==> src/rtl/ps2_pkg.sv <==
// Shared PS/2 types and constants for the host transmitter and the keyboard receiver.
package ps2_pkg;

    typedef enum logic [2:0] {IDLE, INHIBIT, REQ, DATA, ACK, WAIT_IDLE} ps2_tx_st_t;

    localparam int unsigned PS2_FRAME_BITS = 11;
    localparam int unsigned PS2_DATA_BITS  = 8;

    // PS/2 parity makes the total count of ones in data plus parity odd
    function automatic logic odd_parity(input logic [PS2_DATA_BITS-1:0] d);
        return ~^d;
    endfunction

endpackage

==> src/rtl/ps2_line_sync.sv <==
// Two-flop synchronizer for one raw PS/2 line plus a falling-edge detector.
module ps2_line_sync (
    input  logic clk,
    input  logic reset,
    input  logic line_raw,
    output logic sync_now,
    output logic fall_c
);

    logic meta_q, meta_d;
    logic now_q,  now_d;
    logic prev_q, prev_d;

    always_comb begin
        meta_d = line_raw;
        now_d  = meta_q;
        prev_d = now_q;
    end

    // Idle lines float high, so reset to 1 to avoid a false fall after reset
    always_ff @(posedge clk) begin
        if (reset) begin
            meta_q <= 1'b1;
            now_q  <= 1'b1;
            prev_q <= 1'b1;
        end else begin
            meta_q <= meta_d;
            now_q  <= now_d;
            prev_q <= prev_d;
        end
    end

    assign sync_now = now_q;
    assign fall_c   = prev_q & ~now_q;

endmodule

==> src/rtl/ps2_host_tx.sv <==
// PS/2 host-to-device command transmitter driving open-drain clock/data enables.
// Optional watchdog enabled by defining PS2_HOST_TX_TIMEOUT_EN.
module ps2_host_tx
    import ps2_pkg::*;
#(
    parameter int unsigned INHIBIT_CYCLES = 5000,
    parameter int unsigned TIMEOUT_CYCLES = 750000
) (
    input  logic       clk,
    input  logic       reset,
    input  logic [7:0] din,
    input  logic       din_valid,
    output logic       tx_ready,
    output logic       tx_busy,
    output logic       tx_done,
    output logic       tx_ack_ok,
    output logic       tx_err,
    input  logic       kbd_clk,
    input  logic       kbd_dat,
    output logic       kbd_clk_oe,
    output logic       kbd_dat_oe
);

    localparam int unsigned INH_W = $clog2(INHIBIT_CYCLES + 1);
    localparam int unsigned SH_W  = PS2_DATA_BITS + 1;
    localparam int unsigned CNT_W = 4;

    logic clk_sync, clk_fall_c;
    logic dat_sync, unused_dat_fall_c;

    ps2_tx_st_t       state_q, state_d;
    logic [SH_W-1:0]  sh_q, sh_d;
    logic [CNT_W-1:0] cnt_q, cnt_d;
    logic [INH_W-1:0] inh_q, inh_d;
    logic ack_q, ack_d;
    logic clk_oe_q, clk_oe_d;
    logic dat_oe_q, dat_oe_d;
    logic done_q, done_d;
    logic ack_ok_q, ack_ok_d;
    logic ready_q, ready_d;
    logic busy_q, busy_d;

`ifdef PS2_HOST_TX_TIMEOUT_EN
    localparam int unsigned WD_W = $clog2(TIMEOUT_CYCLES + 1);
    logic [WD_W-1:0] wd_q, wd_d;
    logic err_q, err_d;
`endif

    ps2_line_sync u_clk_sync (
        .clk      (clk),
        .reset    (reset),
        .line_raw (kbd_clk),
        .sync_now (clk_sync),
        .fall_c   (clk_fall_c)
    );

    ps2_line_sync u_dat_sync (
        .clk      (clk),
        .reset    (reset),
        .line_raw (kbd_dat),
        .sync_now (dat_sync),
        .fall_c   (unused_dat_fall_c)
    );

    always_comb begin
        state_d  = state_q;
        sh_d     = sh_q;
        cnt_d    = cnt_q;
        inh_d    = inh_q;
        ack_d    = ack_q;
        dat_oe_d = dat_oe_q;
        done_d   = 1'b0;
        ack_ok_d = 1'b0;
`ifdef PS2_HOST_TX_TIMEOUT_EN
        wd_d     = wd_q;
        err_d    = 1'b0;
`endif

        case (state_q)
            IDLE: begin
                dat_oe_d = 1'b0;
                if (din_valid) begin
                    sh_d    = {odd_parity(din), din};
                    cnt_d   = '0;
                    inh_d   = '0;
                    state_d = INHIBIT;
                end
            end
            INHIBIT: begin
                if (inh_q == INH_W'(INHIBIT_CYCLES - 1)) begin
                    state_d  = REQ;
                    dat_oe_d = 1'b1;
`ifdef PS2_HOST_TX_TIMEOUT_EN
                    wd_d     = '0;
`endif
                end else begin
                    inh_d = inh_q + INH_W'(1);
                end
            end
            // Ones shift in behind the frame so the stop fall releases the line
            REQ, DATA: begin
                if (clk_fall_c) begin
                    dat_oe_d = ~sh_q[0];
                    sh_d     = {1'b1, sh_q[SH_W-1:1]};
                    cnt_d    = cnt_q + CNT_W'(1);
                    if (state_q == REQ) begin
                        state_d = DATA;
                    end else if (cnt_q == CNT_W'(PS2_FRAME_BITS - 2)) begin
                        state_d = ACK;
                    end
                end
            end
            ACK: begin
                if (clk_fall_c) begin
                    ack_d   = ~dat_sync;
                    state_d = WAIT_IDLE;
                end
            end
            WAIT_IDLE: begin
                if (clk_sync && dat_sync) begin
                    done_d   = 1'b1;
                    ack_ok_d = ack_q;
                    state_d  = IDLE;
                end
            end
            default: state_d = IDLE;
        endcase

`ifdef PS2_HOST_TX_TIMEOUT_EN
        // Completion in the same cycle takes priority over the watchdog
        if (state_q inside {REQ, DATA, ACK, WAIT_IDLE}) begin
            if (!done_d && (wd_q == WD_W'(TIMEOUT_CYCLES - 1))) begin
                state_d  = IDLE;
                dat_oe_d = 1'b0;
                err_d    = 1'b1;
            end else begin
                wd_d = wd_q + WD_W'(1);
            end
        end
`endif

        clk_oe_d = (state_d == INHIBIT);
        ready_d  = (state_d == IDLE);
        busy_d   = (state_d != IDLE);
    end

    always_ff @(posedge clk) begin
        if (reset) begin
            state_q  <= IDLE;
            sh_q     <= '0;
            cnt_q    <= '0;
            inh_q    <= '0;
            ack_q    <= 1'b0;
            clk_oe_q <= 1'b0;
            dat_oe_q <= 1'b0;
            done_q   <= 1'b0;
            ack_ok_q <= 1'b0;
            ready_q  <= 1'b1;
            busy_q   <= 1'b0;
        end else begin
            state_q  <= state_d;
            sh_q     <= sh_d;
            cnt_q    <= cnt_d;
            inh_q    <= inh_d;
            ack_q    <= ack_d;
            clk_oe_q <= clk_oe_d;
            dat_oe_q <= dat_oe_d;
            done_q   <= done_d;
            ack_ok_q <= ack_ok_d;
            ready_q  <= ready_d;
            busy_q   <= busy_d;
        end
    end

`ifdef PS2_HOST_TX_TIMEOUT_EN
    always_ff @(posedge clk) begin
        if (reset) begin
            wd_q  <= '0;
            err_q <= 1'b0;
        end else begin
            wd_q  <= wd_d;
            err_q <= err_d;
        end
    end

    assign tx_err = err_q;
`else
    assign tx_err = 1'b0;
`endif

    assign tx_ready   = ready_q;
    assign tx_busy    = busy_q;
    assign tx_done    = done_q;
    assign tx_ack_ok  = ack_ok_q;
    assign kbd_clk_oe = clk_oe_q;
    assign kbd_dat_oe = dat_oe_q;

endmodule

==> config.mk <==
export PLATFORM = sky130hd
export DESIGN_NAME = ps2_host_tx
export DESIGN_NICKNAME = d
export VERILOG_FILES = /design/src/rtl/ps2_pkg.sv /design/src/rtl/ps2_line_sync.sv /design/src/rtl/ps2_host_tx.sv
export SDC_FILE = /design/constraint.sdc
export NUM_CORES = 1
export LEC_CHECK = 0
export ABC_AREA = 1
export CAP_MARGIN = 30
export CORE_AREA = 2 2 71 73
export DETAILED_ROUTE_END_ITERATION = 16
export DIE_AREA = 0 0 73 75
export GPL_TIMING_DRIVEN = 0
export PLACE_DENSITY = 0.72
export SETUP_SLACK_MARGIN = 0.4
export SKIP_LAST_GASP = 1
export SYNTH_ARGS = -nofsm -noshare
export SYNTH_HDL_FRONTEND = slang
export SYNTH_SLANG_ARGS = --single-unit
==> constraint.sdc <==
create_clock -name clk -period 4.6 [get_ports clk]
set_clock_uncertainty 0.15 [all_clocks]
set_input_delay 0.92 -clock clk [delete_from_list [all_inputs] [get_ports clk]]
set_output_delay 0.92 -clock clk [all_outputs]
set_load 0.01 [all_outputs]
==> impl_metrics.json, run 1 <==
{
  "antenna_cells": 0,
  "syn2layout_area_growth_pct": 17.7,
  "syn_area_sq_um": 2030,
  "reg2reg_depth": 8,
  "worst_path_max_delay_cell": "clkdlybuf4s50_1",
  "whs_ns": 0.261,
  "timing.fmax_ghz": 0.447,
  "cts_setup_buffers": 0,
  "crit_path_end_kind": "flop",
  "antenna_found_initial": 0,
  "cts_max_level": 2,
  "whs_path_depth": 1,
  "grt_start_max_net_pins": 14,
  "io_pins": 20,
  "coreArea_sq_um": 4660,
  "setup_ws_ns": 2.36,
  "vias": 1903,
  "peakVddDrop_mv": 0.185,
  "layout-drive-gt1-share": 0.0898,
  "cp_max_fo": 10,
  "first_global_vias": 1763,
  "grt_pass1_wl_um": 7360,
  "wl_um": 4150,
  "synth_ff_type": "dfxtp_1",
  "r2r_slack_ns": 2.78,
  "drc": 0,
  "drv_slew": 0,
  "met3_length_um": 180,
  "maxCapViolCount": 0,
  "place_ws_ns": 2.07,
  "worstSetupPathType": "input port to flop",
  "final_common_cell": "nand2_1",
  "cp.required_ns": 4.67,
  "cts_tree": "yes",
  "cp-start-kind": "input port",
  "wirelength_met1_um": 1950,
  "dieArea_sq_um": 5480,
  "cts_resized": 0,
  "drt_iter0_markers": 167,
  "seqCellArea_sq_um": 821,
  "final_core_util": 0.513,
  "fin_setup_tns_ns": 0,
  "clkSlewWorstSetupHoldPaths_ns": 0.07,
  "gp_congestion": 0.924,
  "synth_top_family_by_area": "simple AND/OR/NAND/NOR gates",
  "rows": 25,
  "yosysUniqueCellTypes": 29,
  "netlist_instances": 297,
  "multi_input_area_sq_um": 1050,
  "avgSynthCellArea_sq_um": 6.85,
  "crit_arrival_ns": 2.31,
  "synthMuxAreaShare": 0,
  "synthAdderAreaFrac": 0.0185,
  "track_usage": 0.171,
  "crit_chain": "clkdlybuf4s50_1 > inv_1 > clkbuf_1 > o21ai_0 > a21oi_1",
  "synth-edff-count": 0,
  "reg2reg_to": "inh_q[0]",
  "r2r-start": "inh_q[0]",
  "critPathMaxStageDelay_ns": 0.47,
  "nNetsFinal": 338,
  "overflow": 0,
  "cts.path.max_buffers": 2,
  "powerDensity_nw_per_um2": 315,
  "wl_met2_um": 1950,
  "min_path_type": "flop to flop",
  "dp_hpwl_um": 3110,
  "viasPerCell": 5.05,
  "dr.pass1.iters": 4,
  "layout_common_cells": "nand2_1 (78), dfxtp_1 (41), nor2_1 (35)",
  "post-route-period-util": 0.487,
  "ant_nets": 0,
  "cts_num_sinks": 41,
  "synth.yosys.seq_area_share": 0.404,
  "outcome": "finished clean",
  "fill_cells": 458,
  "wire_per_inst_um": 11.0,
  "hold_path.startpoint": "u_clk_sync.meta_q",
  "synth-simple-area-share": 0.348,
  "finalPower_mw": 0.754,
  "fin_crit_ns": 2.24,
  "finalHoldViolations": 0,
  "cts_buffers": 5,
  "die_w_um": 73,
  "syn-num-nets": 313,
  "routed.top_layer": "met4",
  "synth_xor_xnor_area_share": 0.0258,
  "die-height_um": 75,
  "ys_warn_count": 0,
  "setup_viol": 0,
  "synth-seq-cells": 41,
  "holdPathEnd": "u_clk_sync.sync_now",
  "start_util": 0.436,
  "leakagePower_nw": 0.965,
  "port_buffers": 18,
  "clock_latency_ns": 0.29,
  "async_flop_share": 0,
  "synth_compound_area_frac": 0.124,
  "cts_hold_buffers": 0,
  "rsz0062_at_grt": "no",
  "cts-root-buf": "clkbuf_8"
}
[power by group]
group	leakage (nW)	internal (mW)	switching, mW	total [mW]
clock network	0.0554	0.163	0.123	0.286
logic	0.574	0.0394	0.0491	0.0886
registers	0.336	0.371	0.00905	0.380
[critical path: cells and delay by family]
kind                   cells  cell delay, ns
buffers and inverters      3            1.10
AO/OA/AOI/OAI              2            0.29
[through the flow]
step,area (sq um),instances
6_report,2390,377
3_5_place_dp,2280,369
5_1_grt,2390,377
4_1_cts,2390,377
2_1_floorplan,2030,297
3_3_place_gp,2280,369
[routing by layer]
| layer | GRT usage | vias up |
|---|---|---|
| li1 | - | 1015 |
| met1 | 0.207 | 844 |
| met2 | 0.294 | 38 |
| met3 | 0.0415 | 6 |
| met4 | 0.0679 | 0 |
| met5 | 0 | - |
[worst max path at each step]
stage                          start         end  slack [ns]
after floorplan            din_valid    cnt_q[0]        2.86
after global placement         reset       ack_q        2.06
after detailed placement       reset       ack_q        2.07
after CTS                 kbd_dat_oe  kbd_dat_oe        2.36
after global routing           reset       ack_q        2.23
final                          reset       ack_q        2.36
[sequential cells by signal, indices dropped and copies added (netlist names), 3 cells and up]
| signal | flops |
|---|---|
| cnt_q | 4 |
| inh_q | 13 |
| state_q | 3 |
| sh_q | 9 |
[cells in the mapped netlist, drive strengths merged, types with 2 or more instances]
library cell / count / area (sq um)
a21oi: 14 / 70.1
dfxtp: 41 / 821
xor2: 2 / 17.5
ha: 3 / 37.5
xnor2: 4 / 35.0
a31oi: 8 / 50.1
clkbuf: 3 / 11.3
nand4: 7 / 43.8
o211a: 2 / 20.0
nor2: 39 / 156
nand3: 24 / 125
nor3: 3 / 15.0
nand2: 81 / 312
buf: 7 / 46.3
inv: 27 / 101
nand2b: 2 / 12.5
o21ai: 21 / 105
or2: 5 / 31.3
[logic make-up (layout without fill, tap and decap cells)]
family | Yosys count | count (layout)
compound gates | 46 | 46
simple gates | 163 | 163
buf+inv | 37 | 63
fa+ha+maj | 3 | 3
xor+xnor | 6 | 6
flops | 41 | 41
other cells | 1 | 1
[layout make-up]
type | instances | share of cell area
Inverter | 27 | 0.0424
Timing Repair Buffer | 18 | 0.0753
Tap cell | 54 | 0.0282
Buffer | 10 | 0.0241
Clock buffer | 6 | 0.0303
Clock inverter | 2 | 0.0162
Sequential cell | 41 | 0.343
Multi-Input combinational cell | 219 | 0.440
(Power assumes the default switching activity.)
==> inputs of run 2 (changes only) <==
==> constraint.sdc (replaced) <==
create_clock -name clk -period 2.3 [get_ports clk]
set_clock_uncertainty 0.15 [all_clocks]
set_input_delay 0.46 -clock clk [delete_from_list [all_inputs] [get_ports clk]]
set_output_delay 0.46 -clock clk [all_outputs]
set_load 0.01 [all_outputs]
==> run 2 against run 1 <==
  * Wire length about the same
  * Largest cell class unchanged
  * Flip-flop and latch count is the same
  * Combinational power up 100%
  * Critical path depth is 4 lower
==> impl_metrics.json, run 2 (synthesis results as in run 1) <==
{
  "outcome": "finished clean",
  "worstSetupPathType": "flop to primary output",
  "rsz0062_at_grt": "no",
  "setup_viol": 0,
  "p_sw_mw": 0.362,
  "timing.fmax_ghz": 0.567,
  "dp_hpwl_um": 3110,
  "cts_tree": "yes",
  "peakVddDrop_mv": 0.370,
  "holdPathEnd": "u_clk_sync.sync_now",
  "layout.cells.non_filler": 377,
  "largest_register_ffs": 13,
  "fin_crit_ns": 1.76,
  "track_usage": 0.171,
  "antenna_cells": 0,
  "die_w_um": 73,
  "ant_nets": 0,
  "place_ws_ns": 0.226,
  "whs_path_depth": 1,
  "critPathMaxStageDelay_ns": 0.54,
  "final_core_util": 0.515,
  "start_util": 0.436,
  "wire_per_inst_um": 11.0,
  "cts-root-buf": "clkbuf_8",
  "reg2reg_depth": 8,
  "clock_latency_ns": 0.29,
  "reg2reg_to": "inh_q[0]",
  "cp.required_ns": 1.69,
  "final_common_cell": "nand2_1",
  "cts_buffers": 5,
  "drt_iter0_markers": 131,
  "crit_arrival_ns": 1.15,
  "dr.pass1.iters": 4,
  "layout-drive-gt1-share": 0.102,
  "hold_path.startpoint": "u_clk_sync.meta_q",
  "dieArea_sq_um": 5480,
  "syn2layout_area_growth_pct": 18.0,
  "reg_top3": "inh_q: 13 flops, sh_q: 9 flops, cnt_q: 4 flops",
  "drc": 0,
  "finalPower_mw": 1.51,
  "cp_top_family": "buffers and inverters",
  "wl_um": 4150,
  "coreArea_sq_um": 4660,
  "grt_pass1_wl_um": 7360,
  "layout_common_cells": "nand2_1 (78), dfxtp_1 (40), nor2_1 (34)",
  "intPower_mw": 1.15,
  "fill_cells": 456,
  "path_buf_inv": 1,
  "overflow": 0,
  "cts.path.max_buffers": 2,
  "seq_power_share": 0.504,
  "cp-start-kind": "flop",
  "switching_share": 0.240,
  "port_buffers": 18,
  "leakagePower_nw": 0.966,
  "setup_ws_ns": 0.537,
  "finalHoldViolations": 0,
  "cp_max_fo": 2,
  "grt_start_max_net_pins": 14,
  "post-route-period-util": 0.767,
  "rows": 25,
  "top_register": "inh_q",
  "vias": 1903,
  "min_path_type": "flop to flop",
  "drv_slew": 0,
  "cts_max_level": 2,
  "first_global_vias": 1763,
  "r2r-start": "inh_q[0]",
  "p_clk_frac": 0.378,
  "io_pins": 20,
  "die-height_um": 75,
  "fin_setup_tns_ns": 0,
  "maxCapViolCount": 0,
  "worst_path_max_delay_cell": "clkdlybuf4s50_1",
  "gp_congestion": 0.924,
  "powerDensity_nw_per_um2": 629,
  "cts_hold_buffers": 0,
  "crit_chain": "clkdlybuf4s50_1",
  "viasPerCell": 5.05,
  "clkSlewWorstSetupHoldPaths_ns": 0.07,
  "dp.cells": 369,
  "antenna_found_initial": 0,
  "nNetsFinal": 338,
  "cts_num_sinks": 41,
  "crit_path_end_kind": "primary output",
  "combPwrFrac": 0.118,
  "r2r_slack_ns": 0.59
}
==> run 2: cell counts in the layout (fill, tap and decap cells not counted) <==
No cell type changed its count.
==> run 2: stage by stage <==
step | area (sq um) | hold WS (ns)
global placement | 2280 | 0.244
detailed placement | 2280 | 0.244
CTS | 2390 | 0.263
floorplan | 2030 | 0.239
global route | 2400 | 0.282
finish | 2400 | 0.261
==> run 2: repair_timing <==
action,CTS,global route
gates resized for setup,0,5
endpoints found under the setup margin,0,16
setup buffers,0,0
==> run 2: worst max-delay path by stage <==
stage                          start    endpoint  slack, ns  cells after the start
final                     kbd_dat_oe  kbd_dat_oe       0.54                      1
after global routing        inh_q[0]    inh_q[6]       0.41                      8
after CTS                   inh_q[0]    inh_q[0]       0.46                      8
after detailed placement       reset       ack_q       0.23                      5
after global placement         reset       ack_q       0.22                      5
after floorplan             inh_q[0]    inh_q[1]       0.74                      8
==> run 2: area by class of cell <==
cell class,instances,area [sq um],share of cell area
Buffer,10,58.8,0.0245
Clock buffer,6,72.6,0.0302
Clock inverter,2,38.8,0.0162
Inverter,27,101,0.0422
Multi-Input combinational cell,219,1060,0.441
Sequential cell,41,822,0.343
Tap cell,54,67.6,0.0282
Timing Repair Buffer,18,180,0.0751
==> run 2: metal layers <==
layer  part of all wire  track usage
met2               0.47        0.294
met3              0.042       0.0415
met1               0.48        0.207
met4              0.015       0.0679
met5                  0            0
==> run 2: power by group through the flow <==
stage | logic [mW] | registers, mW | clock network [mW]
final | 0.178 | 0.760 | 0.571
after global routing | 0.203 | 0.764 | 0.624
after CTS | 0.179 | 0.759 | 0.595
after detailed placement | 0.178 | 0.776 | 0
after global placement | 0.176 | 0.775 | 0
after floorplan | 0.112 | 0.775 | 0
